==> src/rtl/int_ack_sequencer.sv <==
// int_ack_sequencer
//   Priority resolver and INTA sequencer for an 8259-style PIC. Picks the
//   highest-priority unmasked request that outranks everything in service,
//   raises INT, and runs the two-pulse acknowledge: ISR set / IRR clear on
//   pulse 1, vector on the bus during pulse 2, end-of-ack pulse at its end.
//
// Ports
//   clk, reset               system clock, synchronous active-high reset
//   init                     ICW1 write: same as reset except the gap timer
//   irr, int_mask            request register and OCW1 mask (1 = masked)
//   priority_rotate          lowest-priority level (7 = IR0 highest)
//   auto_eoi                 clear the acknowledged ISR bit at end of pulse 2
//   vector_base              ICW2 T7..T3
//   eoi                      ISR clear bits
//   int_ack                  INTA, high during each pulse
//   INT                      interrupt request to the CPU
//   vector_out, vector_oe    {vector_base, level} and its bus enable
//   clear_IRR                one-cycle one-hot IRR clear
//   in_service_reg           ISR
//   highest_level_in_service one-hot highest-priority ISR bit
//   acknowledge_interrupt    one-hot level being acknowledged (0 = spurious)
//   end_of_ack_seq           one-cycle pulse at the end of INTA pulse 2
//
// state | meaning
// ------+-----------------------------------------------------------
// IDLE  | no request outstanding
// PEND  | INT raised, waiting for INTA pulse 1
// ACK1  | pulse 1 seen, level latched, waiting for its falling edge
// GAP   | between pulses, gap timer running
// ACK2  | pulse 2, vector driven, waiting for its falling edge

module int_ack_sequencer #(
  parameter int unsigned TIMEOUT = 64
) (
  input  logic       clk,
  input  logic       reset,
  input  logic       init,
  input  logic [7:0] irr,
  input  logic [7:0] int_mask,
  input  logic [2:0] priority_rotate,
  input  logic       auto_eoi,
  input  logic [4:0] vector_base,
  input  logic [7:0] eoi,
  input  logic       int_ack,
  output logic       INT,
  output logic [7:0] vector_out,
  output logic       vector_oe,
  output logic [7:0] clear_IRR,
  output logic [7:0] in_service_reg,
  output logic [7:0] highest_level_in_service,
  output logic [7:0] acknowledge_interrupt,
  output logic       end_of_ack_seq
);

  typedef enum logic [2:0] {
    S_IDLE,
    S_PEND,
    S_ACK1,
    S_GAP,
    S_ACK2
  } state_t;

  localparam logic [7:0] TIMER_LOAD = 8'(TIMEOUT);

  // Priority-ordered view: bit 0 holds the highest-priority level,
  // i.e. level (priority_rotate + 1) mod 8. The shift is 1..8, and a
  // shift of 8 on the doubled vector is the identity rotation.
  function automatic logic [7:0] to_pri(input logic [7:0] v, input logic [3:0] sh);
    logic [15:0] t;
    t = {v, v} >> sh;
    return t[7:0];
  endfunction

  function automatic logic [7:0] from_pri(input logic [7:0] v, input logic [3:0] sh);
    logic [15:0] t;
    t = {v, v} << sh;
    return t[15:8];
  endfunction

  function automatic logic [7:0] lowest_one(input logic [7:0] v);
    return v & (~v + 8'd1);
  endfunction

  function automatic logic [2:0] encode(input logic [7:0] v);
    logic [2:0] lvl;
    lvl = 3'd0;
    for (int i = 0; i < 8; i++) begin
      if (v[i]) lvl = 3'(i);
    end
    return lvl;
  endfunction

  state_t     state_q, state_d;
  logic       inta_q, inta_d;
  logic       int_q, int_d;
  logic [7:0] ack_int_q, ack_int_d;
  logic [7:0] clr_q, clr_d;
  logic       oe_q, oe_d;
  logic [7:0] vec_q, vec_d;
  logic       eoa_q, eoa_d;
  logic [7:0] isr_q, isr_d;
  logic [7:0] timer_q, timer_d;

  logic       rise, fall;
  logic [3:0] rot_sh;
  logic [7:0] cand_p, isr_top_p, win_p, winner;
  logic [7:0] set_bit, aeoi_clr;

  assign rot_sh    = {1'b0, priority_rotate} + 4'd1;
  assign cand_p    = to_pri(irr & ~int_mask, rot_sh);
  assign isr_top_p = lowest_one(to_pri(isr_q, rot_sh));
  // isr_top_p - 1 selects every strictly higher level; it wraps to all
  // ones when nothing is in service.
  assign win_p     = lowest_one(cand_p & (isr_top_p - 8'd1));
  assign winner    = from_pri(win_p, rot_sh);

  assign highest_level_in_service = from_pri(isr_top_p, rot_sh);

  assign rise = int_ack & ~inta_q;
  assign fall = ~int_ack & inta_q;

  always_comb begin
    state_d   = state_q;
    inta_d    = int_ack;
    int_d     = int_q;
    // The acknowledged level stays visible during the end-of-ack pulse.
    ack_int_d = eoa_q ? 8'h00 : ack_int_q;
    clr_d     = 8'h00;
    oe_d      = oe_q;
    vec_d     = vec_q;
    eoa_d     = 1'b0;
    timer_d   = timer_q;
    set_bit   = 8'h00;
    aeoi_clr  = 8'h00;

    case (state_q)
      S_IDLE: begin
        if (rise) begin
          // INTA without INT: acknowledge as spurious.
          ack_int_d = 8'h00;
          int_d     = 1'b0;
          state_d   = S_ACK1;
        end else if (winner != 8'h00) begin
          int_d   = 1'b1;
          state_d = S_PEND;
        end
      end
      S_PEND: begin
        if (rise) begin
          ack_int_d = winner;
          set_bit   = winner;
          clr_d     = winner;
          int_d     = 1'b0;
          state_d   = S_ACK1;
        end else if (winner == 8'h00) begin
          int_d   = 1'b0;
          state_d = S_IDLE;
        end
      end
      S_ACK1: begin
        if (fall) begin
          timer_d = TIMER_LOAD;
          state_d = S_GAP;
        end
      end
      S_GAP: begin
        if (rise) begin
          oe_d    = 1'b1;
          vec_d   = {vector_base, (ack_int_q != 8'h00) ? encode(ack_int_q) : 3'b111};
          timer_d = 8'h00;
          state_d = S_ACK2;
        end else if (timer_q <= 8'd1) begin
          ack_int_d = 8'h00;
          timer_d   = 8'h00;
          state_d   = S_IDLE;
        end else begin
          timer_d = timer_q - 8'd1;
        end
      end
      S_ACK2: begin
        if (fall) begin
          oe_d    = 1'b0;
          vec_d   = 8'h00;
          eoa_d   = 1'b1;
          if (auto_eoi) aeoi_clr = ack_int_q;
          state_d = S_IDLE;
        end
      end
      default: state_d = S_IDLE;
    endcase

    // Set wins over a same-cycle eoi on the same bit.
    isr_d = (isr_q & ~eoi & ~aeoi_clr) | set_bit;

    // init leaves the gap timer alone; it is reloaded on every pulse-1 fall.
    if (init) begin
      state_d   = S_IDLE;
      int_d     = 1'b0;
      ack_int_d = 8'h00;
      clr_d     = 8'h00;
      oe_d      = 1'b0;
      vec_d     = 8'h00;
      eoa_d     = 1'b0;
      isr_d     = 8'h00;
    end
  end

  always_ff @(posedge clk) begin
    if (reset) begin
      state_q   <= S_IDLE;
      inta_q    <= 1'b0;
      int_q     <= 1'b0;
      ack_int_q <= 8'h00;
      clr_q     <= 8'h00;
      oe_q      <= 1'b0;
      vec_q     <= 8'h00;
      eoa_q     <= 1'b0;
      isr_q     <= 8'h00;
      timer_q   <= 8'h00;
    end else begin
      state_q   <= state_d;
      inta_q    <= inta_d;
      int_q     <= int_d;
      ack_int_q <= ack_int_d;
      clr_q     <= clr_d;
      oe_q      <= oe_d;
      vec_q     <= vec_d;
      eoa_q     <= eoa_d;
      isr_q     <= isr_d;
      timer_q   <= timer_d;
    end
  end

  assign INT                   = int_q;
  assign vector_out            = vec_q;
  assign vector_oe             = oe_q;
  assign clear_IRR             = clr_q;
  assign in_service_reg        = isr_q;
  assign acknowledge_interrupt = ack_int_q;
  assign end_of_ack_seq        = eoa_q;

endmodule
==> config.mk <==
export PLATFORM = sky130hd
export DESIGN_NAME = int_ack_sequencer
export DESIGN_NICKNAME = d
export VERILOG_FILES = /design/src/rtl/int_ack_sequencer.sv
export SDC_FILE = /design/constraint.sdc
export NUM_CORES = 1
export LEC_CHECK = 0
export CORE_MARGIN = 3
export CORE_UTILIZATION = 54
export CTS_BUF_LIST = sky130_fd_sc_hd__clkbuf_4
export DETAILED_ROUTE_END_ITERATION = 8
export PLACE_DENSITY = 0.79
export SKIP_LAST_GASP = 1
export SLEW_MARGIN = 20
export SYNTH_ARGS = -nofsm -noshare
export SYNTH_HDL_FRONTEND = slang
export SYNTH_SLANG_ARGS = --single-unit
==> constraint.sdc <==
create_clock -name clk -period 3.6 [get_ports clk]
set_input_delay 0.36 -clock clk [delete_from_list [all_inputs] [get_ports clk]]
set_output_delay 0.36 -clock clk [all_outputs]
set_load 0.05 [all_outputs]
-- After elaboration in Yosys (flattened, before gate mapping)
Index checks and enable logic that the tools add are counted.
- shifts and indexed selects: 4
- order comparisons: 1
- muxes and demuxes: 44
- $add $sub $neg: 5
- reductions and logical operators: 13
- bitwise operators: 17
- equality and inequality tests: 10
- operators with widths (kind ; number):
    $mux W8 ; 15
    $and A8 B8 Y8 ; 6
    $mux W3 ; 15
    $not A8 Y8 ; 5
    $pmux W8 S2 ; 2
    $shl A16 B4 Y16 ; 2
    $shr A16 B4 Y8 ; 2
    $pmux W8 S3 ; 1
    $add A8 B1 Y8 const B ; 2
    $reduce_bool A8 Y1 ; 2
    $sub A8 B1 Y8 const B ; 2
    $pmux W3 S5 ; 1
    $ne A3 B3 Y1 const B ; 3
    $le A8 B1 Y1 const B ; 1
    $logic_not A8 Y1 ; 1
    $mux W1 ; 8
    $or A8 B8 Y8 ; 1
    $eq A3 B2 Y1 const B ; 2
    $ne A2 B2 Y1 const B ; 3
    $reduce_and A3 Y1 ; 2
    $reduce_bool A2 Y1 ; 3
    $reduce_and A5 Y1 ; 1
    $add A3 B1 Y4 const B ; 1
    $pmux W1 S2 ; 2
    8 further kinds ; 11
- bits in registers: 47
- word-level logic and storage cells: 104

-- Depth between registers and ports, before layout
Gate-level depths: netlist (run 1).
- word-level depth: 15
- mapped depth: 14

-- Least setup slack after synthesis (run 1)
Ideal clock, no wire load.
- path type: register to output
- from: register isr_q[7], in the netlist in_service_reg[7]
- to: output highest_level_in_service[5]
- path buffers: 0
- slack: -0.014 ns
- arrival time: 3.254 ns
- cell stages (with the launch flop): 9
- data required time: 3.240 ns
- cell sequence: dfxtp_1 > mux2_4 > mux2_2 > or4_4 > nor2_1 > nand2_1 > nor2_1 > a21oi_1 > o21ai_0
- word-level cells in the longest chain between the ends: 5
- ends and longest elaborated chain (item ; line ; text):
    from (decl) ; 101 ; logic [7:0] isr_q, isr_d;
    from (signal assigned) ; 229 ; isr_q <= isr_d;
    $shr A16 B4 Y8 (*) ; 70 ; t = {v, v} >> sh;
    $not A8 Y8 ; 81 ; return v & (~v + 8'd1);
    $add A8 B1 Y8 ; 81 ;
    $and A8 B8 Y8 (*) ; 81 ;
    $shl A16 B4 Y16 (*) ; 76 ; t = {v, v} << sh;
    to (decl) ; 50 ; output logic [7:0] highest_level_in_service,
Every way passes the cells marked *; elsewhere a longest branch is shown, timed or not.

-- Final worst setup path (run 1)
- from: input int_mask[7]
- to: register state_q[1]
- word-level cells in the longest chain between the ends: 11
- elaborated cells on any way between the ends: 13
- those cells by class: add/sub: 1; eq/ne: 2; shift: 2; bitwise: 5; reduce/logical: 3
- ends and longest elaborated chain (item ; line ; text):
    from (decl) ; 39 ; input logic [7:0] int_mask,
    $not A8 Y8 (*) ; 110 ; assign cand_p = to_pri(irr & ~int_mask, rot_sh);
    $and A8 B8 Y8 (*) ; 110 ;
    $shr A16 B4 Y8 (*) ; 70 ;
    $and A8 B8 Y8 (*) ; 114 ; assign win_p = lowest_one(cand_p & (isr_top_p - 8'd1));
    $not A8 Y8 ; 81 ;
    $add A8 B1 Y8 ; 81 ;
    $and A8 B8 Y8 (*) ; 81 ;
    $shl A16 B4 Y16 (*) ; 76 ;
    $logic_not A8 Y1 or $reduce_bool A8 Y1 (tied branches) ; 155, 143 ;
    $ne A3 B3 Y1 (no source line) ; n/a ;
    $reduce_and A5 Y1 (no source line) (*) ; n/a ;
    to (signal assigned) ; 221 ; state_q <= state_d;
    to (decl) ; 93 ; state_t state_q, state_d;
Marked as above.
A chain may end at the register's enable or synchronous reset.

==> results.md, run 1 <==
- Outcome: completed
- Yosys top cell area share: 0.237
- Period utilization: 0.955
- Antenna violations before repair: 0
- Die Span Y: 91.7 um
- RSZ-0062 raised after global routing: false
- Critical Path AT: between 3 and 4 ns
- Avg WL per Cell: about 18 um
- Area of placed instances: 0.00556 mm2
- Hold Startpoint: vector_out[0]$_SDFFE_PP0P_
- Total chip power: between 1 and 1.5 mW
- Worst setup path class: primary input to flip-flop
- Worst Setup SP: int_mask[7]
- Most frequent CP cell: a221oi_2
- Residual DRC: 0
- Flop pwr share: 0.398
- Total global routing overflow: 0
- Logic pwr share: 0.437
- Area delta synth->final: 44.0%
- Die ar.: 0.00840 mm2
- Clk buf depth: 2
- Most frequent cells in the layout: 100 x buf_4, 73 x nor2_1, 68 x clkdlybuf4s50_1, 54 x nand2_1, 46 x dfxtp_1
- Largest net degree at the start of global routing: 24
- Ys Warns: 0
- WP buf/inv: 1
- GR met3 Demand/Resource: 0.0664
- First-pass GRT wire length: 22.8 mm
- Design area: around 0.0057 mm2
- Post-Syn Instances: 520
- Worst EP required: 3.88 ns
- Slowest Stage Delay on Critical Path: 0.49 ns
- #FFs+latches synth: between 40 and 50
- Leading cell type in the layout, fill and taps excluded: buf_4
- Post-DRT Antenna Nets: 0
- CP max-delay cell: mux4_2
- Distinct cells, synth: 77
- Max Cap Viol: 0
- Via density: between 6 and 7
- All-Layer GR Usage: 0.329
- Grt met2 use: 0.557
- Worst Hold Class: flip-flop to flip-flop
- Setup Skew: about 0.011 ns
- CTS tree: built
- Pint: just under 900 uW
- I/O pins: 80
- CTS clk-pin slew, worst paths: 0.13 ns
- Chip Width: 91.7 um
- Synth Net Count: 560
- DRT Pass-1 Iters: 5
- Root buffer cell: clkbuf_4
- Setup-failing EPs final: 0
- Nets: a little over 700
- Post-route setup slack: approximately 0.16 ns
- Final min period: roughly 3.4 ns
- Hpwl dp: about 11 mm
- P_leak: 2.34 nW
- Max_slew headroom: 0.475
- Worst-path cell chain: clkdlybuf4s50_1 -> nand2b_1 -> mux4_2 -> mux2_2 -> o31ai_4 -> a21oi_2 -> a221oi_2 -> o21ai_1 -> a221oi_2 -> and4bb_1 -> xnor2_1 -> a221oi_2
- Psw: around 470 uW
- Layout cells sized above 1: 0.252
- Sw Share: 0.350
- CTS Hold Bufs: 0
- Max FO, Critical Path: 4
- Global routing usage on met1: 0.429
- Starting Density: 0.571
- Pwr/cell area: 237 mW/mm2
- Core ar.: between 0.006 and 0.007 mm2
- CP top delay family: compound AO/OA/AOI/OAI gates
- WL final: 13.9 mm
- Achievable Freq: between 200 and 300 MHz
- Buffers added on ports: 79
- Final setup TNS: 0 ns
- Vias in the first global route: 4681
- Leading post-synthesis cells by cell area: dfxtp_1 24%, nor2_1 7.0%, nand2_1 5.2%
- Skew-Pair Late Insertion Delay: 0.36 ns
- RR Startpoint: in_service_reg[1]$_SDFF_PP0_
- DR vias: approximately 4800
- Async S/R FF share, synth: 0
- Worst slack, placed: -0.416 ns
- Slew Limit Fails: 0
- EDFF count, synth: 0
- Worst VDD drop: 0.199 mV
- Clk network pwr share: 0.166
- Gpl congestion: 0.993
- Num CTS Buffers: 5
- Clock sink total: 47
- Ant diodes: 0
- Final hold vios: 0
- Post-synth top flop: dfxtp_1
- H-tree levels: 2
- Startpoint types: primary input
- Worst-margin pin slew: slightly below 0.8 ns
- Synth area leader: dfxtp_1
- Rows: 30
- Syn_area_per_cell: around 7.6 um2
- Register area share after synthesis: 0.237
- Crit. End Element: flip-flop
- Final Core Density: 0.822
- Area of the mapped netlist: approximately 0.0040 mm2
- DR iter-0 viols: between 300 and 400
- Top Usage Layer GRT: met2
area by class of cell:
cell class / count / area, um2
clock buffer: 5 / 37.5
clock inverter: 2 / 8.76
fill: 452 / 1240
inverter: 20 / 75.1
multi-input combinational: 424 / 2880
sequential: 47 / 942
tap: 96 / 120
timing repair buffer: 180 / 1640
metrics by stage:
| stage | hold WS [ns] | std cells |
|---|---|---|
| after detailed placement | 0.480 | 763 |
| final | 0.506 | 774 |
| after global placement | 0.468 | 763 |
| after CTS | 0.503 | 770 |
| after global routing | 0.533 | 774 |
| after floorplan | 0.449 | 520 |
what timing repair did:
item | in CTS | in global routing
resized for setup | 3 | 17
buffers inserted | 0 | 4
pin swaps | 0 | 6
setup endpoints to repair | 8 | 7
hold endpoints to repair | 0 | 0
cloned | 0 | 0
worst paths after layout:
| path | to | slack, ns | depth (start not counted) |
|---|---|---|---|
| worst max register to register | state_q[1]$_SDFFE_PP0P_ | 0.25 | 11 |
| worst min register to register | vector_out[0]$_SDFFE_PP0P_ | 0.51 | 2 |
| worst max-delay path | state_q[1]$_SDFFE_PP0P_ | 0.16 | 12 |
| worst min-delay path | vector_out[0]$_SDFFE_PP0P_ | 0.51 | 2 |
worst register-to-register path, delay by kind of cell (launching register included):
| kind | cells | cell delay, ns |
|---|---|---|
| AND/OR/NAND/NOR | 4 | 1.46 |
| AO/OA/AOI/OAI | 4 | 0.67 |
| multiplexers | 2 | 0.58 |
| flip-flops | 1 | 0.42 |
| XOR/XNOR | 1 | 0.14 |
synthesized netlist by cell type (5+ instances only):
library cell	n
a21oi_1	37
a22oi_1	14
a31oi_1	9
a41o_1	8
buf_1	6
buf_2	5
clkbuf_1	14
dfxtp_1	47
inv_1	19
mux2_2	10
mux2i_1	11
mux4_2	6
nand2_1	55
nand2b_1	13
nand3_1	10
nor2_1	74
nor2b_1	10
nor3_1	17
nor4_1	5
nor4bb_1	7
o21ai_0	24
o22ai_1	5
routing by layer:
metal  wire (um)  vias up  part of all wire
met5           0        -                 0
met4         289        0             0.021
met3        1280       40             0.092
met2        6500      272              0.47
met1        5800     2263              0.42
li1            -     2265                 -
power groups by stage:
stage	combinational (mW)	sequential, mW	clock (mW)
2_1_floorplan	0.313	0.550	0
3_3_place_gp	0.552	0.548	0
3_5_place_dp	0.562	0.548	0
4_1_cts	0.565	0.537	0.226
5_1_grt	0.633	0.539	0.247
6_report	0.590	0.537	0.224
kinds of logic (layout without fill, tap and decap cells):
| family | count (synthesis) | count (layout) | share of synthesized area |
|---|---|---|---|
| DFF | 47 | 47 | 0.237 |
| adders and majority gates | 3 | 3 | 0.00947 |
| xor gates and xnor gates | 3 | 3 | 0.00663 |
| buffers and inverters | 49 | 207 | 0.0527 |
| muxes | 32 | 32 | 0.108 |
| and+or+nand+nor | 239 | 239 | 0.317 |
| AOI/OAI and AO/OA | 147 | 147 | 0.269 |
No activity file was read; power rests on OpenSTA's default activity.
==> inputs of run 2 (changes only) <==
CORE_UTILIZATION = 55   (was 54)
DONT_BUFFER_PORTS = 1   (was default)
PLACE_DENSITY = 0.66   (was 0.79)
==> run 2 against run 1 <==
Net effect:
- critical path type is now flip-flop to primary output
- critical path depth decreased by 1
- final area decreased by 25%
- largest cell class unchanged
- combinational power decreased by 34%
- die area decreased by 1.7%
- via count decreased by 16%
- register-to-register slack got worse by 0.06 ns
- core utilization decreased by 20 points
- sequential power increased by 1%
==> results.md, run 2 (synthesis results as in run 1) <==
- Top Usage Layer GRT: met2
- Worst Hold Class: primary input to flip-flop
- RSZ-0062 raised after global routing: false
- Skew-Pair Late Insertion Delay: 0.37 ns (about the same)
- Gpl congestion: 0.961 (-3.2%)
- Core ar.: 0.00691 mm2 (-0.54%)
- Setup-failing EPs final: 0 (unchanged)
- Multi-input logic area: 0.00283 mm2 (-1.9%)
- GR met3 Demand/Resource: 0.0642 (-0.00228)
- Avg WL per Cell: 18.7 um (+4.3%)
- Register area: 941 um2 (-0.13%)
- Area delta synth->final: 7.96%
- Clock sink total: 47 (unchanged)
- Global routing usage on met1: 0.398 (-0.0308)
- Largest net degree at the start of global routing: 46 (+92%)
- Final Non-Filler Cells: 626 (-19%)
- Worst-margin pin slew: 0.835 ns (+0.0545 ns)
- Die ar.: 0.00826 mm2 (-1.7%)
- Ant diodes: 0 (unchanged)
- Num CTS Buffers: 5 (unchanged)
- Total chip power: 1.26 mW (-6.4%)
- Achievable Freq: 291 MHz (about the same)
- Antenna violations before repair: 0 (unchanged)
- P_leak: 1.66 nW (-29%)
- DRT Pass-1 Iters: 5 (unchanged)
- Hold depth: 1 (-1)
- WHS: 0.0375 ns (-0.468 ns)
- Vias in the first global route: 3819 (-18%)
- Setup Skew: 0.0154 ns (+0.00492 ns)
- Hpwl dp: 9.00 mm (-19%)
- Worst setup path class: flip-flop to primary output
- Worst VDD drop: 0.207 mV (+4.1%)
- Critical Path AT: 3.08 ns (-0.63 ns)
- Post-Place Cells: 618 (-19%)
- Period utilization: 0.955 (about the same)
- Clk buf depth: 2 (unchanged)
- Area of placed instances: 0.00419 mm2 (-25%)
- Rows: 30 (unchanged)
- Chip Width: 90.9 um (-0.85%)
- First-pass GRT wire length: 19.0 mm (-16%)
- Post-DRT Antenna Nets: 0 (unchanged)
- Layout cells sized above 1: 0.157 (-0.0956)
- H-tree levels: 2 (unchanged)
- Nets: 569 (-21%)
- DR vias: 4078 (-16%)
- Startpoint types: flip-flop
- Via density: 6.51 (+4.2%)
- Final min period: 3.44 ns (-0.00179 ns)
- Final setup TNS: 0 ns (unchanged)
- Total global routing overflow: 0 (unchanged)
- Root buffer cell: clkbuf_4
- Crit. End Element: primary output
- All-Layer GR Usage: 0.279 (-0.0498)
- Leading cell type in the layout, fill and taps excluded: nor2_1
- Max_slew headroom: 0.438 (-0.0367)
- Buffers added on ports: 0 (-100%)
- Fill cell count: 667 (+48%)
- DR iter-0 viols: 311 (-10%)
- Slew Limit Fails: 0 (unchanged)
- Die Span Y: 90.9 um (-0.85%)
- Final hold vios: 0 (unchanged)
- Worst EP required: 3.24 ns (-0.64 ns)
- Residual DRC: 0 (unchanged)
- Max FO, Critical Path: 5 (+1)
- Pwr/cell area: 296 mW/mm2 (+25%)
- I/O pins: 80 (unchanged)
- Design area: 0.00428 mm2 (-25%)
- Max Cap Viol: 0 (unchanged)
- WL final: 11.7 mm (-16%)
- Starting Density: 0.574 (+0.00310)
- CTS Hold Bufs: 0 (unchanged)
- CTS tree: built
- FF-to-FF path depth: 11 (unchanged)
- Outcome: completed
- CTS clk-pin slew, worst paths: 0.15 ns (+0.02 ns)
- Grt met2 use: 0.419 (-0.138)
- Most frequent cells in the layout: 74 x nor2_1, 55 x nand2_1, 47 x dfxtp_1, 37 x a21oi_1, 31 x buf_4
run 2: cell count changes in the layout (fill, tap and decap cells not counted), moves of 2 or more:
cell / before / now
buf_4: 100 / 31
a21oi_2: 3 / 0
a21oi_1: 34 / 37
buf_12: 9 / 0
dlymetal6s2s_1: 2 / 0
clkdlybuf4s50_1: 68 / 0
run 2: repair_timing:
action	4_1_cts	5_1_grt
setup buffers	0	0
endpoints found under the setup margin	0	1
hold endpoints to repair	0	0
resized for setup	0	2
run 2: cell type report:
class	count	share of cell area
multi-input combinational	424	0.660
sequential	47	0.220
timing repair buffer	31	0.0544
tap	96	0.0281
inverter	20	0.0175
clock inverter	3	0.0108
clock buffer	5	0.00877
run 2: worst paths after layout:
check | start | to | slack, ns
min reg2reg | timer_q[7]$_SDFFE_PP0P_ | timer_q[7]$_SDFFE_PP0P_ | 0.50
max reg2reg | in_service_reg[1]$_SDFF_PP0_ | state_q[1]$_SDFFE_PP0P_ | 0.19
min | reset | timer_q[4]$_SDFFE_PP0P_ | 0.04
max | in_service_reg[1]$_SDFF_PP0_ | highest_level_in_service[0] | 0.16
run 2: critical path, cell delays in order (launching register included):
cell and delay (ns):
dfxtp_1 0.36, buf_4 0.20, mux4_2 0.53, nand2_1 0.14, and3_1 0.18, nand2_1 0.12, buf_4 0.19, nand4b_1 0.26
a21oi_1 0.24, mux2i_1 0.12, o32ai_2 0.13, buf_4 0.23
run 2: power breakdown:
part           switching, mW  total [mW]  leakage, nW  internal (mW)
clock                  0.179       0.327       0.0418          0.148
sequential            0.0181       0.545        0.379          0.527
combinational          0.238       0.392         1.24          0.154
total                  0.435        1.26         1.66          0.830
run 2: metrics by stage:
stage,worst slack [ns],utilization
2_1_floorplan,0.00448,-
3_3_place_gp,0.224,0.607
3_5_place_dp,0.173,0.607
4_1_cts,0.177,0.619
5_1_grt,0.000628,0.619
6_report,0.163,0.619
run 2: layer usage:
layer / wire length [um] / vias to the layer above / share of wire
li1: - / 1970 / -
met1: 5480 / 1906 / 0.47
met2: 5010 / 183 / 0.43
met3: 994 / 19 / 0.085
met4: 217 / 0 / 0.019
met5: 0 / - / 0
==> inputs of run 3 (changes only) <==
CORE_ASPECT_RATIO = 1.25   (was default)
SKIP_CTS_REPAIR_TIMING = 1   (was default)
==> run 3 against run 2 <==
Net effect:
- critical endpoint is now state_q[1]$_SDFFE_PP0P_
- sequential cell count is the same
- non-clock buffer count fell by 1
- sequential power hardly changed
- critical path type is now flip-flop to flip-flop
- global-route usage grew 0.50 points
- fmax down 0.39%
==> results.md, run 3 (synthesis results as in run 1) <==
- Outcome: completed
- Design area: 0.00427 mm2 (-0.20%)
- Leading cell type in the layout, fill and taps excluded: nor2_1
- Sw Share: 0.346 (+0.00239)
- Pint: 829 uW (-0.11%)
- Chip Width: 81.9 um (-9.9%)
- Worst EP required: 3.88 ns (+0.64 ns)
- Worst Hold Class: primary input to flip-flop
- CTS tree: built
- Total global routing overflow: 0 (unchanged)
- Die ar.: 0.00827 mm2 (about the same)
- WHS: 0.0359 ns (-0.00155 ns)
- Antenna violations before repair: 0 (unchanged)
- Buffers added on ports: 0 (unchanged)
- Setup-failing EPs final: 0 (unchanged)
- Max FO, Critical Path: 6 (+1)
- Area delta synth->final: 7.74%
- Nets: 568 (-0.18%)
- Final hold vios: 0 (unchanged)
- Pwr/cell area: 297 mW/mm2 (+0.47%)
- Max_slew headroom: 0.469 (+0.0307)
- Residual DRC: 0 (unchanged)
- Root buffer cell: clkbuf_4
- Most frequent cells in the layout: 73 x nor2_1, 55 x nand2_1, 47 x dfxtp_1, 37 x a21oi_1, 30 x buf_4
- Slew Limit Fails: 0 (unchanged)
- DRT Pass-1 Iters: 7 (+2)
- Critical Path AT: 3.73 ns (+0.65 ns)
- Max Cap Viol: 0 (unchanged)
- Rows: 33 (+10%)
- Worst-margin pin slew: 0.789 ns (-0.0456 ns)
- R2R Setup Slk: 0.15 ns (-0.04 ns)
- Worst VDD drop: 0.230 mV (+11%)
- Avg WL per Cell: 19.0 um (+1.7%)
- Reg-to-reg endpoint: state_q[1]$_SDFFE_PP0P_
- Worst Setup EP: state_q[1]$_SDFFE_PP0P_
- Ant diodes: 0 (unchanged)
- Startpoint types: flip-flop
- Hpwl dp: 9.08 mm (+0.89%)
- Worst Setup SP: in_service_reg[7]$_SDFF_PP0_
- Via density: 6.62 (+1.6%)
- Layout cells sized above 1: 0.159 (+0.00219)
- Vias in the first global route: 3766 (-1.4%)
- CTS clk-pin slew, worst paths: 0.15 ns (about the same)
- Final min period: 3.45 ns (+0.0133 ns)
- RR Startpoint: in_service_reg[7]$_SDFF_PP0_
- Clock sink total: 47 (unchanged)
- Starting Density: 0.585 (+0.0114)
- Largest net degree at the start of global routing: 46 (unchanged)
- Crit. End Element: flip-flop
- Worst setup path class: flip-flop to flip-flop
- First-pass GRT wire length: 18.6 mm (-2.4%)
- Final Core Density: 0.630 (+0.0111)
- Num CTS Buffers: 5 (unchanged)
- Gpl congestion: 0.995 (+3.5%)
- Skew-Pair Late Insertion Delay: 0.37 ns (about the same)
- H-tree levels: 2 (unchanged)
- Period utilization: 0.958 (+0.00370)
- P_leak: 1.66 nW (-0.17%)
- Setup Skew: 0.0186 ns (+0.00315 ns)
- Die Span Y: 101 um (+11%)
- All-Layer GR Usage: 0.284 (+0.00504)
- Post-DRT Antenna Nets: 0 (unchanged)
- Flop pwr share: 0.430 (about the same)
- I/O pins: 80 (unchanged)
- FF-to-FF path depth: 11 (unchanged)
- DR vias: 4078 (unchanged)
- Clk buf depth: 2 (unchanged)
- Logic pwr share: 0.310 (about the same)
- RSZ-0062 raised after global routing: true
- Clk network pwr share: 0.261 (+0.002)
- WL final: 11.7 mm (about the same)
- Core ar.: 0.00677 mm2 (-2.0%)
- Achievable Freq: 290 MHz (-0.39%)
- DR iter-0 viols: 258 (-17%)
- Psw: 439 uW (+0.96%)
- Area of placed instances: 0.00417 mm2 (-0.45%)
-- run 3: cell count changes in the layout (fill, tap and decap cells not counted) --
cell | before | now
buf_4 | 31 | 30
nor2_1 | 74 | 73
nor2_2 | 0 | 1
o21ai_0 | 21 | 22
o21ai_1 | 5 | 4
o32ai_1 | 1 | 0
o32ai_2 | 1 | 2
-- run 3: layer usage --
metal / vias to the layer above / part of all wire / GRT usage
met5: - / 0 / 0
met4: 0 / 0.035 / 0.123
met3: 27 / 0.064 / 0.0233
met2: 179 / 0.50 / 0.485
met1: 1909 / 0.40 / 0.359
li1: 1963 / - / -
-- run 3: power by group through the flow --
stage                     clock network, mW  registers, mW  logic [mW]
final                                 0.330          0.545       0.392
after global routing                  0.351          0.546       0.428
after CTS                             0.333          0.545       0.383
after detailed placement                  0          0.556       0.381
after global placement                    0          0.556       0.379
after floorplan                           0          0.550       0.313
-- run 3: how the worst min path moves through the flow --
stage / endpoint / cells past startpoint / start / slack [ns]
CTS: timer_q[5]$_SDFFE_PP0P_ / 1 / reset / 0.03
floorplan: timer_q[7]$_SDFFE_PP0P_ / 1 / timer_q[7]$_SDFFE_PP0P_ / 0.45
detailed placement: timer_q[5]$_SDFFE_PP0P_ / 1 / reset / 0.43
global placement: timer_q[5]$_SDFFE_PP0P_ / 1 / reset / 0.43
global route: timer_q[5]$_SDFFE_PP0P_ / 1 / reset / 0.02
finish: timer_q[4]$_SDFFE_PP0P_ / 1 / reset / 0.04
-- run 3: layout make-up --
| class | instances | area [um2] |
|---|---|---|
| Sequential cell | 47 | 941 |
| Timing Repair Buffer | 30 | 225 |
| Fill cell | 645 | 2500 |
| Inverter | 20 | 75.1 |
| Multi-Input combinational cell | 424 | 2840 |
| Tap cell | 87 | 109 |
| Clock inverter | 3 | 46.3 |
| Clock buffer | 5 | 37.5 |
-- run 3: worst max-delay path: stages (launching register included) --
cell      delay [ns]
dfxtp_1         0.38
mux2_4          0.30
mux2_2          0.31
or4_4           0.54
nor4_2          0.31
a32oi_1         0.15
o22a_1          0.22
or3_1           0.34
o31ai_2         0.11
and4bb_1        0.28
xnor2_1         0.14
a221oi_2        0.27
-- run 3: metrics by stage --
stage | setup TNS (ns) | setup slack [ns] | total power [mW] | std cells
floorplan | 0 | 0.00448 | 0.864 | 520
global placement | 0 | 0.228 | 0.935 | 608
detailed placement | 0 | 0.175 | 0.937 | 608
CTS | 0 | 0.144 | 1.26 | 616
global route | -0.0320 | -0.0320 | 1.33 | 616
finish | 0 | 0.150 | 1.27 | 616
